$ cat config.mk
export PLATFORM = sky130hd
export DESIGN_NAME = compare_window_stat
export DESIGN_NICKNAME = d
export VERILOG_FILES = /design/src/rtl/compare_window_stat.sv
export SDC_FILE = /design/constraint.sdc
export NUM_CORES = 1
export LEC_CHECK = 0
export CORE_ASPECT_RATIO = 1.1
export CORE_MARGIN = 4
export CORE_UTILIZATION = 50
export CTS_BUF_LIST = sky130_fd_sc_hd__clkbuf_8
export DETAILED_ROUTE_END_ITERATION = 8
export HOLD_SLACK_MARGIN = 0.06
export PLACE_DENSITY = 0.77
export SLEW_MARGIN = 40
export SYNTH_ARGS = -nofsm -noshare
export SYNTH_HDL_FRONTEND = slang
export SYNTH_SLANG_ARGS = --single-unit
export TNS_END_PERCENT = 20
$ cat constraint.sdc
create_clock -name CLK -period 8.85 [get_ports CLK]
set_input_delay 1.3275 -clock CLK [delete_from_list [all_inputs] [get_ports CLK]]
set_output_delay 1.3275 -clock CLK [all_outputs]
set_load 0.005 [all_outputs]
$ cat src/rtl/compare_window_stat.sv
// Window statistics over comparator QAGB/QAEB/QASB flags.
// Tallies gt/eq/lt/error samples and registers a majority verdict at window end.
module compare_window_stat #(
  parameter int CNT_W   = 8,
  parameter int WIN_LEN = 16
) (
  input  logic             CLK,
  input  logic             RST,
  input  logic             Start,
  input  logic             Abort,
  input  logic             SampleEn,
  input  logic             QAGB,
  input  logic             QAEB,
  input  logic             QASB,
  output logic [CNT_W-1:0] GtCnt,
  output logic [CNT_W-1:0] EqCnt,
  output logic [CNT_W-1:0] LtCnt,
  output logic [CNT_W-1:0] ErrCnt,
  output logic             Busy,
  output logic             Done,
  output logic [1:0]       Verdict
);

  localparam int IDX_W = $clog2(WIN_LEN + 1);
  localparam logic [IDX_W-1:0] LAST_IDX = IDX_W'(WIN_LEN - 1);

  typedef enum logic [1:0] {
    IDLE,
    RUN,
    DONE
  } state_t;

  state_t state, state_nx;

  logic [IDX_W-1:0] idx;
  logic [2:0]       flags;
  logic             one_hot;
  logic             take;
  logic             last;
  logic             open;
  logic [CNT_W-1:0] gt_nx, eq_nx, lt_nx, err_nx;
  logic [1:0]       verdict_nx;

  function automatic logic [CNT_W-1:0] sat_inc(
    input logic [CNT_W-1:0] c,
    input logic             en
  );
    return (en && (c != '1)) ? c + CNT_W'(1) : c;
  endfunction

  assign flags   = {QAGB, QAEB, QASB};
  // odd parity and not all three set means exactly one flag
  assign one_hot = (^flags) && !(&flags);
  assign open    = (state == IDLE) && Start;
  assign take    = (state == RUN) && SampleEn && !Abort;
  assign last    = take && (idx == LAST_IDX);

  always_comb begin
    gt_nx  = sat_inc(GtCnt, take && one_hot && QAGB);
    eq_nx  = sat_inc(EqCnt, take && one_hot && QAEB);
    lt_nx  = sat_inc(LtCnt, take && one_hot && QASB);
    err_nx = sat_inc(ErrCnt, take && !one_hot);
  end

  always_comb begin
    verdict_nx = 2'b00;
    if (err_nx != '0)
      verdict_nx = 2'b11;
    else if (gt_nx > lt_nx)
      verdict_nx = 2'b10;
    else if (lt_nx > gt_nx)
      verdict_nx = 2'b01;
  end

  always_comb begin
    state_nx = state;
    unique case (state)
      IDLE: if (Start) state_nx = RUN;
      RUN: begin
        if (Abort)
          state_nx = IDLE;
        else if (last)
          state_nx = DONE;
      end
      DONE:    state_nx = IDLE;
      default: state_nx = IDLE;
    endcase
  end

  always_ff @(posedge CLK) begin
    if (RST)
      state <= IDLE;
    else
      state <= state_nx;
  end

  always_ff @(posedge CLK) begin
    if (RST || open) begin
      GtCnt   <= '0;
      EqCnt   <= '0;
      LtCnt   <= '0;
      ErrCnt  <= '0;
      idx     <= '0;
      Verdict <= 2'b00;
    end else if (take) begin
      GtCnt  <= gt_nx;
      EqCnt  <= eq_nx;
      LtCnt  <= lt_nx;
      ErrCnt <= err_nx;
      idx    <= idx + IDX_W'(1);
      if (last)
        Verdict <= verdict_nx;
    end
  end

  assign Busy = (state == RUN);
  assign Done = (state == DONE);

endmodule

Yosys cells after proc, flatten, opt, wreduce, memory -nomap -nowiden
Index checks and enable logic that the tools add are counted.
{ "totals": {"ff_bits": 41, "inputBits": 8, "wordCells": 58} }
{ "classes": {"n_addsub": 5, "order_cmp": 2, "n_eq_ne": 9, "n_mux": 10, "reduce_logical": 25} }
{ "op_table": {"columns": ["operator", "n"], "rows": [
  ["$add A8 B1 Y8 const B", 4],
  ["$ne A8 B8 Y1 const B", 4],
  ["$mux W8", 3],
  ["$gt A8 B8 Y1", 2],
  ["$logic_and A1 B1 Y1", 14],
  ["$mux W2", 5],
  ["$reduce_bool A8 Y1", 1],
  ["$reduce_and A2 Y1", 3],
  ["$add A5 B1 Y5 const B", 1],
  ["$eq A5 B4 Y1 const B", 1],
  ["$pmux W2 S2", 1],
  ["$logic_not A1 Y1", 3],
  ["$ne A3 B2 Y1 const B", 1],
  ["$reduce_and A3 Y1", 1],
  ["$reduce_xor A3 Y1", 1],
  ["$eq A2 B1 Y1 const B", 1],
  ["$eq A2 B2 Y1 const B", 1],
  ["$logic_not A2 Y1", 1],
  ["$ne A2 B2 Y1 const B", 1],
  ["$logic_or A1 B1 Y1", 1],
  ["$mux W1", 1]
]} }

Depth between registers and ports, before layout
Gate-level depths: netlist of the first run.
{ "logic_depth": {"depth_word": 11, "depth_mapped": 12, "depth_no_buf": 11} }

Least setup slack after synthesis of the first run
Ideal clock, no wire load.
{ "synth_path": {"kind": "input to register", "start": "input QASB", "end": "register Verdict[0]", "setup_ps": 131, "arrival_ps": 3834, "slack_ps": 4885, "path_stages": 12, "n_path_buf": 1, "cell_sequence": "or3b_4 > o21ai_0 > and4_1 > buf_4 > mux2_2 > ha_1 > nor2b_1 > o211ai_1 > a21oi_1 > a2111oi_0 > o22a_1 > a31oi_1"} }
{ "synth_between": {"elab_chain_cells": 11, "word_cells_on_any_way": 21, "cone_classes": "order compare: 2; mux: 6; reduce/logical: 13"} }
{ "synth_lines": {"columns": ["item", "line_no", "source"], "rows": [
  ["start, declared", "14", "input logic QASB,"],
  ["$reduce_and A3 Y1", "53", "assign one_hot = (^flags) && !(&flags);"],
  ["$logic_not A1 Y1", "53", null],
  ["$logic_and A1 B1 Y1", "53", null],
  ["$logic_and A1 B1 Y1", "61", "lt_nx = sat_inc(LtCnt, take && one_hot && QASB);"],
  ["$logic_and A1 B1 Y1 *", "61", null],
  ["$logic_and A1 B1 Y1 *", "48", "return (en && (c != '1)) ? c + CNT_W'(1) : c;"],
  ["$mux W8 *", "48", null],
  ["net lt_nx[1]", "41", "logic [CNT_W-1:0] gt_nx, eq_nx, lt_nx, err_nx;"],
  ["$gt A8 B8 Y1", "71", "else if (lt_nx > gt_nx)"],
  ["$mux W1", "71", null],
  ["$mux W2 *", "69", "else if (gt_nx > lt_nx)"],
  ["$mux W2 *", "67", "if (err_nx != '0)"],
  ["end signal, assigned", "112", "Verdict <= verdict_nx;"],
  ["end, declared", "21", "output logic [1:0] Verdict"]
]} }
The timed path passes the listed nets; every way through them passes the cells marked *.
A chain may end at the register's enable or synchronous reset.

Worst setup path after layout of the first run
{ "layout_path": {"start": "input QAGB", "end": "register Verdict[0]"} }
{ "layout_between": {"elab_chain_cells": 11, "word_cells_on_any_way": 21, "cone_classes": "order compare: 2; mux: 6; reduce/logical: 13"} }
{ "layout_lines": {"columns": ["item", "line_no", "source"], "rows": [
  ["start, declared", "12", "input logic QAGB,"],
  ["$reduce_and A3 Y1", "53", null],
  ["$logic_not A1 Y1", "53", null],
  ["$logic_and A1 B1 Y1 *", "53", null],
  ["$logic_and A1 B1 Y1 * (2 in a row)", "61", null],
  ["$logic_and A1 B1 Y1 *", "48", null],
  ["$mux W8 *", "48", null],
  ["net lt_nx[1]", "41", null],
  ["$gt A8 B8 Y1", "71", null],
  ["$mux W1", "71", null],
  ["$mux W2 *", "69", null],
  ["$mux W2 *", "67", null]
]} }
Marks and branches as above.

==> flow_summary.json, run 1 <==
{
  "dpl_cell_area_mm2": 0.00266,
  "register_area_um2": 821,
  "ys_seq_area_share_pct": 37.2,
  "seq_power_share_pct": 58.4,
  "grt_use_total_pct": 18.4,
  "dp_worst_slack_ns": 3.98,
  "hold_path.class": "flip-flop to flip-flop",
  "reg2reg_from": "state[1]$_SDFFE_PP0P_",
  "worstPathRequired_ns": 9.02,
  "global_route_wire_length_before_repair_um": 8220,
  "finish.instance_area_mm2": 0.00275,
  "height_of_the_chip_um": 77.6,
  "timing.fmax_ghz": 0.216,
  "worst_setup_hold_path_clk_slew_ns": 0.08,
  "drt.antenna.violating_nets": 0,
  "pwr-share-clk_pct": 36.5,
  "grt_antenna_before_repair": 0,
  "yosysUniqueCellTypes": 46,
  "drive_gt1_share_pct": 6.69,
  "ctsHoldBuffers": 0,
  "core_area_mm2": 0.00429,
  "remaining_drc_errors": 0,
  "cts.root.buffer_cell": "clkbuf_8",
  "final.min_clock_period_ns": 4.64,
  "reg2reg_setup_slack_ns": 5.43,
  "cap_violations": 0,
  "clk-insertion-delay-late_ns": 0.29,
  "place.detailed.instances": 330,
  "worstHoldStart": "idx[4]$_SDFFE_PP0P_",
  "postCtsSetupRepairBufs": 0,
  "final_cell_mix": "clkdlybuf4s50_1 (43), dfxtp_1 (41), nor2_1 (33)",
  "edff_count_synth": 0,
  "start_util_pct": 51.4,
  "antenna_cells_inserted": 0,
  "setup_viol": 0,
  "dr.pass1.iters": 4,
  "startpoint": "QAGB",
  "endpoints_failing_hold": 0,
  "worst_hold_slack_ns": 0.500,
  "final_min_period_over_clock_period_pct": 52.4,
  "timing.slew.headroom_pct": 55.4,
  "post_synth.cell_area_avg_um2": 9.19,
  "die_x_um": 71.3,
  "vdd_drop_max_mv": 0.0872,
  "hpwl_um": 3410,
  "number_of_buffers_created_by_cts": 5,
  "routed_wl_um": 4580,
  "post_synth_inst_count": 240,
  "power_leakage_nw": 1.02,
  "synthToLayoutAreaGrowth_pct": 24.6,
  "synth.cell_area_mm2": 0.00220,
  "std_cell_rows": 25,
  "post_cts.resized_instances": 0,
  "dominantRegCellSynth": "dfxtp_1",
  "category_of_the_worst_setup_path_capture_point": "flip-flop",
  "synthesis.nets": 262,
  "final_util_pct": 64.1,
  "pin_count_of_the_biggest_net_entering_global_routing": 40,
  "detailroute.via_count": 1839,
  "final_cell_count_no_fill": 338,
  "ys.warnings.count": 0,
  "comb_power_share_pct": 5.0,
  "tightestPinTransition_ns": 0.652,
  "die-area_mm2": 0.00554,
  "first_drt_iteration_drcs": 113,
  "tritoncts": "yes",
  "setup_repair_after_global_routing_missed_its_margin": "false",
  "timing_worst_setup_path_type": "primary input to flip-flop",
  "power.density_cell_area_mw_per_mm2": 116,
  "first_global_vias": 1808,
  "sinks_on_the_clock_net": 41,
  "multi_input_comb_area_mm2": 0.00133,
  "routedWlPerCell_um": 13.5,
  "layout_setup_ws_ns": 4.21,
  "power_dissipated_by_switching_net_loads_uw": 72.2,
  "synthArstFlopShare_pct": 0,
  "outcome": "complete, no violations",
  "post_layout_nets": 305,
  "buffer_ports.inserted": 43,
  "finalSetupTns_ns": 0,
  "p_int_uw": 246,
  "final_max_slew_viol_count": 0,
  "postSynthRegisterBits": 41,
  "startpoint_type": "primary input",
  "fill_cell_count": 378,
  "switching_share_pct": 22.7,
  "report.power.total_uw": 318,
  "grt_remaining_overflow": 0,
  "gp_congestion": 0.789,
  "timing.critical_path.fanout_max": 8,
  "commonest_non_fill_non_tap_cell_in_the_layout": "clkdlybuf4s50_1",
  "ios": 44,
  "routed_via_density": 5.44,
  "cts_htree_levels": 2,
  "fin_worst_skew_ns": 0.00319,
  "crit_path_dat_ns": 4.80,
  "max-clock-path-buffers": 2
}
-- synth_stat cells (all sizes together), types with 4 or more instances --
| cell type | number | area, um^2 |
|---|---|---|
| a21oi | 5 | 25.0 |
| a31oi | 4 | 31.3 |
| and2 | 4 | 26.3 |
| and3 | 7 | 43.8 |
| and4 | 8 | 70.1 |
| buf | 5 | 32.5 |
| dfxtp | 41 | 821 |
| ha | 14 | 175 |
| mux2i | 5 | 50.1 |
| nand2 | 9 | 33.8 |
| nand3 | 8 | 40.0 |
| nand4 | 18 | 113 |
| nor2 | 34 | 135 |
| nor2b | 13 | 81.3 |
| nor3 | 4 | 20.0 |
| xnor2 | 15 | 131 |
| xor2 | 14 | 123 |
-- worst max-delay path, stage by stage --
cell and delay (ns):
clkdlybuf4s50_1 0.56, or3b_4 0.43, o21ai_0 0.10, and4_1 0.39, mux2_2 0.39, ha_1 0.29, nor2b_1 0.14, o211ai_1 0.15
a21oi_1 0.08, a2111oi_0 0.61, o22a_1 0.25, a31oi_1 0.08
-- path summary, 6_finish.rpt --
path                             end  cells after the start
max          Verdict[0]$_SDFFE_PP0P_                     12
min              idx[4]$_SDFFE_PP0P_                      2
max reg2reg  Verdict[0]$_SDFFE_PP0P_                     11
min reg2reg      idx[4]$_SDFFE_PP0P_                      2
-- registers in the layout, summed over array words and instances (netlist names) --
register and cells:
EqCnt 8, GtCnt 8, ErrCnt 8, LtCnt 8, Verdict 2, state 2, idx 5
-- logic make-up (layout without fill, tap and decap cells) --
kind of cell	count (synthesis)	count (layout)	share of synthesized area, %
and+or+nand+nor	114	114	28.7
DFF	41	41	37.2
xor gates and xnor gates	29	29	11.5
AOI/OAI and AO/OA	26	26	9.25
adders and majority gates	14	14	7.95
buffers and inverters	10	54	2.61
muxes	6	6	2.78
-- layer usage --
| layer | share of wire (%) | wire length [um] | track usage, % |
|---|---|---|---|
| met2 | 46 | 2130 | 28.8 |
| met5 | 0 | 0 | 0 |
| met1 | 48 | 2180 | 24.7 |
| met3 | 4.7 | 217 | 4.66 |
| met4 | 1.2 | 57 | 5.45 |
-- power by group through the flow --
stage	Sequential (mW)	Clock, mW	Combinational, mW
after floorplan	0.190	0	0.00955
after global placement	0.190	0	0.0158
after detailed placement	0.190	0	0.0161
after CTS	0.186	0.120	0.0162
after global routing	0.186	0.129	0.0178
final	0.186	0.116	0.0160
-- layout make-up --
cell class | instances | share of cell area, %
clock buffer | 5 | 2.51
clock inverter | 3 | 0.501
inverter | 2 | 0.273
multi-input combinational | 189 | 48.4
sequential | 41 | 29.9
tap | 54 | 2.46
timing repair buffer | 44 | 15.9
(Power assumes the default switching activity.)
==> inputs of run 2 (changes only) <==
==> constraint.sdc (replaced) <==
create_clock -name CLK -period 4.5 [get_ports CLK]
set_input_delay 0.675 -clock CLK [delete_from_list [all_inputs] [get_ports CLK]]
set_output_delay 0.675 -clock CLK [all_outputs]
set_load 0.005 [all_outputs]
==> flow_summary.json, run 2 (synthesis gave the netlist of run 1 again) <==
{
  "outcome": "complete, no violations",
  "synthToLayoutAreaGrowth_pct": 25.4,
  "critical_path.cell_chain": "clkdlybuf4s50_1, or3b_4, o21ai_0, and4_1, mux2_2, ha_1, nor2b_1, o211ai_1, a21oi_1, a2111oi_0, o22a_1, a31oi_1",
  "max_stage_delay_ns": 0.60,
  "final_min_period_over_clock_period_pct": 87.8,
  "routedWlPerCell_um": 13.7,
  "timing.fmax_ghz": 0.253,
  "routed_via_density": 5.46,
  "remaining_drc_errors": 0,
  "crit_path_dat_ns": 4.13,
  "timing.slew.headroom_pct": 56.7,
  "gp_congestion": 0.803,
  "dp_worst_slack_ns": 0.312,
  "first_drt_iteration_drcs": 72,
  "std_cell_rows": 25,
  "commonest_non_fill_non_tap_cell_in_the_layout": "clkdlybuf4s50_1",
  "cap_violations": 0,
  "final_max_slew_viol_count": 0,
  "final.min_clock_period_ns": 3.95,
  "setup_repair_after_global_routing_missed_its_margin": "false",
  "startpoint_type": "primary input",
  "worstPathRequired_ns": 4.67,
  "routed_wl_um": 4640,
  "start_util_pct": 51.4,
  "die-area_mm2": 0.00554,
  "hold_path.class": "flip-flop to flip-flop",
  "timing.critical_path.slowest_stage_cell": "a2111oi_0",
  "detailroute.via_count": 1852,
  "endpoints_failing_hold": 0,
  "core_area_mm2": 0.00429,
  "dr.pass1.iters": 4,
  "post_layout_nets": 306,
  "tritoncts": "yes",
  "post_cts.resized_instances": 0,
  "worstPathBufferInverterCount": 1,
  "ios": 44,
  "height_of_the_chip_um": 77.6,
  "cp_top_family": "compound AO/OA/AOI/OAI gates",
  "sinks_on_the_clock_net": 41,
  "number_of_buffers_created_by_cts": 5,
  "grt_remaining_overflow": 0,
  "setup_viol": 0,
  "postCtsSetupRepairBufs": 0,
  "finish.instance_area_mm2": 0.00277,
  "layout_setup_ws_ns": 0.548,
  "buffer_ports.inserted": 43,
  "grt_antenna_before_repair": 0,
  "max-clock-path-buffers": 2,
  "first_global_vias": 1841,
  "power.density_cell_area_mw_per_mm2": 229,
  "fin_worst_skew_ns": 0.00821,
  "vdd_drop_max_mv": 0.154,
  "register_area_um2": 821,
  "antenna_cells_inserted": 0,
  "multi_input_comb_area_mm2": 0.00134,
  "final_util_pct": 64.5,
  "category_of_the_worst_setup_path_capture_point": "flip-flop",
  "clk-insertion-delay-late_ns": 0.30,
  "report.power.total_uw": 634,
  "tightestPinTransition_ns": 0.633,
  "pin_count_of_the_biggest_net_entering_global_routing": 25,
  "grt_use_total_pct": 18.2,
  "timing.critical_path.fanout_max": 8,
  "finalSetupTns_ns": 0,
  "global_route_wire_length_before_repair_um": 8100,
  "timing_worst_setup_path_type": "primary input to flip-flop",
  "worst_setup_hold_path_clk_slew_ns": 0.08,
  "cts.root.buffer_cell": "clkbuf_8",
  "drive_gt1_share_pct": 7.37,
  "fill_cell_count": 378,
  "hpwl_um": 3440,
  "cts_htree_levels": 2,
  "final_cell_mix": "clkdlybuf4s50_1 (43), dfxtp_1 (41), nor2_1 (33)",
  "dpl_cell_area_mm2": 0.00268,
  "die_x_um": 71.3,
  "drt.antenna.violating_nets": 0,
  "ctsHoldBuffers": 0,
  "power_leakage_nw": 1.02
}
run 2: layout make-up:
cell class,count,area share (%)
well taps,54,2.44
multi-input cells,189,48.4
flip-flops and latches,41,29.7
inverters,2,0.271
repair buffers,45,16.1
clock inverters,3,0.633
clock buffers,5,2.49
run 2: path summary, 6_finish.rpt:
check | slack [ns] | cells after the start | endpoint | from
min | 0.50 | 2 | idx[4]$_SDFFE_PP0P_ | idx[4]$_SDFFE_PP0P_
max | 0.55 | 12 | Verdict[0]$_SDFFE_PP0P_ | QAGB
min reg2reg | 0.50 | 2 | idx[4]$_SDFFE_PP0P_ | idx[4]$_SDFFE_PP0P_
max reg2reg | 1.18 | 11 | Verdict[0]$_SDFFE_PP0P_ | state[1]$_SDFFE_PP0P_
run 2: stage by stage:
stage / instances / hold WS, ns
3_3_place_gp: 331 / 0.480
4_1_cts: 339 / 0.499
5_1_grt: 339 / 0.518
2_1_floorplan: 240 / 0.445
6_report: 339 / 0.499
3_5_place_dp: 331 / 0.487
run 2: power breakdown:
part           internal [mW]  switching (mW)
combinational         0.0151          0.0180
sequential             0.364         0.00145
clock                  0.107           0.129
run 2: worst reg2reg max path, cell delays in order, from the launching register on:
cell	delay, ns
dfxtp_1	0.37
and4bb_2	0.40
nand3_1	0.14
a31oi_2	0.39
mux2i_1	0.32
ha_1	0.28
nor2b_1	0.14
o211ai_1	0.15
a21oi_1	0.09
a2111oi_0	0.60
o22a_1	0.24
a31oi_1	0.07
run 2: routing by layer:
layer	track usage [%]	part of all wire, %	vias up
li1	-	-	957
met1	23.2	48	848
met2	29.3	45	39
met3	3.76	5.1	8
met4	8.08	2.0	0
met5	0	0	-
==> inputs of run 3 (changes only) <==
--- a/config.mk
+++ b/config.mk
@@ -5,6 +5,7 @@
 export SDC_FILE = /design/constraint.sdc
 export NUM_CORES = 1
 export LEC_CHECK = 0
+export ABC_CLOCK_PERIOD_IN_PS = 4500
 export CORE_ASPECT_RATIO = 1.1
 export CORE_MARGIN = 4
 export CORE_UTILIZATION = 50
@@ -12,7 +13,7 @@
 export DETAILED_ROUTE_END_ITERATION = 8
 export HOLD_SLACK_MARGIN = 0.06
 export PLACE_DENSITY = 0.77
-export SLEW_MARGIN = 40
+export SLEW_MARGIN = 20
 export SYNTH_ARGS = -nofsm -noshare
 export SYNTH_HDL_FRONTEND = slang
 export SYNTH_SLANG_ARGS = --single-unit
==> flow_summary.json, run 3 (synthesis gave the netlist of run 1 again) <==
{
  "number_of_buffers_created_by_cts": 5,
  "die_x_um": 71.3,
  "ios": 44,
  "finalSetupTns_ns": 0,
  "setup_repair_after_global_routing_missed_its_margin": "false",
  "fill_cell_count": 378,
  "hold_path.class": "flip-flop to flip-flop",
  "routed_via_density": 5.45,
  "drive_gt1_share_pct": 7.37,
  "commonest_non_fill_non_tap_cell_in_the_layout": "clkdlybuf4s50_1",
  "power_leakage_nw": 1.02,
  "buffer_ports.inserted": 43,
  "final.min_clock_period_ns": 3.91,
  "post_layout_nets": 306,
  "remaining_drc_errors": 0,
  "outcome": "complete, no violations",
  "grt_remaining_overflow": 0,
  "max-clock-path-buffers": 2,
  "finish.instance_area_mm2": 0.00276,
  "std_cell_rows": 25,
  "dr.pass1.iters": 4,
  "worst-r2r-cell-count": 11,
  "routed_wl_um": 4590,
  "category_of_the_worst_setup_path_capture_point": "flip-flop",
  "die-area_mm2": 0.00554,
  "vdd_drop_max_mv": 0.154,
  "tightestPinTransition_ns": 0.991,
  "cap_violations": 0,
  "timing.fmax_ghz": 0.255,
  "pin_count_of_the_biggest_net_entering_global_routing": 25,
  "grt_use_total_pct": 18.3,
  "drt.antenna.violating_nets": 0,
  "sinks_on_the_clock_net": 41,
  "setup_viol": 0,
  "first_global_vias": 1847,
  "tritoncts": "yes",
  "register_area_um2": 821,
  "endpoints_failing_hold": 0,
  "final_min_period_over_clock_period_pct": 87.0,
  "synthToLayoutAreaGrowth_pct": 25.1,
  "antenna_cells_inserted": 0,
  "first_drt_iteration_drcs": 62,
  "fin_worst_skew_ns": 0.00885,
  "final_max_slew_viol_count": 0,
  "dpl_cell_area_mm2": 0.00267,
  "routedWlPerCell_um": 13.5,
  "start_util_pct": 51.4,
  "reg2reg_setup_slack_ns": 1.21,
  "worst_setup_hold_path_clk_slew_ns": 0.08,
  "multi_input_comb_area_mm2": 0.00133,
  "startpoint_type": "primary input",
  "core_area_mm2": 0.00429,
  "height_of_the_chip_um": 77.6,
  "timing.slew.headroom_pct": 33.9,
  "global_route_wire_length_before_repair_um": 8160,
  "postCtsSetupRepairBufs": 0,
  "hpwl_um": 3440,
  "detailroute.via_count": 1847,
  "timing_worst_setup_path_type": "primary input to flip-flop",
  "min_delay_path_depth": 2,
  "post_cts.resized_instances": 0,
  "cts.root.buffer_cell": "clkbuf_8",
  "ctsHoldBuffers": 0,
  "final_cell_mix": "clkdlybuf4s50_1 (43), dfxtp_1 (41), nor2_1 (33)",
  "grt_antenna_before_repair": 0,
  "whs_endpoint": "idx[4]$_SDFFE_PP0P_",
  "worstPathRequired_ns": 4.67,
  "timing.critical_path.fanout_max": 8,
  "reg2reg_from": "state[1]$_SDFFE_PP0P_",
  "gp_congestion": 0.803,
  "cts_htree_levels": 2,
  "crit_path_dat_ns": 4.08,
  "power.density_cell_area_mw_per_mm2": 229,
  "worstHoldStart": "idx[4]$_SDFFE_PP0P_",
  "worstReg2RegEnd": "Verdict[0]$_SDFFE_PP0P_",
  "clk-insertion-delay-late_ns": 0.30
}
[run 3: stage by stage]
stage | setup WS (ns) | hold WS [ns] | util, % | instances | power [mW]
after floorplan | 1.19 | 0.445 | - | 240 | 0.392
after global placement | 0.385 | 0.480 | 62.3 | 331 | 0.406
after detailed placement | 0.283 | 0.487 | 62.3 | 331 | 0.406
after CTS | 0.595 | 0.499 | 64.4 | 339 | 0.644
after global routing | 0.329 | 0.518 | 64.4 | 339 | 0.662
final | 0.585 | 0.497 | 64.4 | 339 | 0.632
[run 3: worst max path at each step]
stage | start | endpoint | slack (ns) | depth (start not counted)
after detailed placement | QAGB | Verdict[0]$_SDFFE_PP0P_ | 0.28 | 12
after floorplan | QASB | Verdict[0]$_SDFFE_PP0P_ | 1.19 | 12
after CTS | QAGB | Verdict[0]$_SDFFE_PP0P_ | 0.59 | 12
after global routing | QAGB | Verdict[0]$_SDFFE_PP0P_ | 0.33 | 12
final | QAGB | Verdict[0]$_SDFFE_PP0P_ | 0.59 | 12
after global placement | QAGB | Verdict[0]$_SDFFE_PP0P_ | 0.38 | 12
[run 3: worst max-delay path, cell delays in order]
cell and delay, ns:
clkdlybuf4s50_1 0.56, or3b_4 0.43, o21ai_0 0.10, and4_1 0.39, mux2_2 0.38, ha_1 0.29, nor2b_1 0.13, o211ai_1 0.15
a21oi_1 0.08, a2111oi_0 0.57, o22a_1 0.24, a31oi_1 0.07
[run 3: where the power goes]
| group | internal, mW | total [mW] | switching, mW |
|---|---|---|---|
| Combinational | 0.0146 | 0.0325 | 0.0179 |
| Sequential | 0.364 | 0.365 | 0.00144 |
| Clock | 0.107 | 0.234 | 0.127 |
[run 3: routing by layer]
| metal | wire [um] | vias to the layer above | track usage (%) |
|---|---|---|---|
| met1 | 2180 | 846 | 23.6 |
| met3 | 236 | 8 | 3.76 |
| met2 | 2050 | 39 | 28.7 |
| met4 | 112 | 0 | 9.21 |
| met5 | 0 | - | 0 |
| li1 | - | 954 | - |
[run 3: layout make-up]
class / count / area share (%)
clock buffer: 5 / 2.50
clock inverter: 3 / 0.635
inverter: 2 / 0.272
multi-input combinational: 189 / 48.2
sequential: 41 / 29.8
tap: 54 / 2.45
timing repair buffer: 45 / 16.2
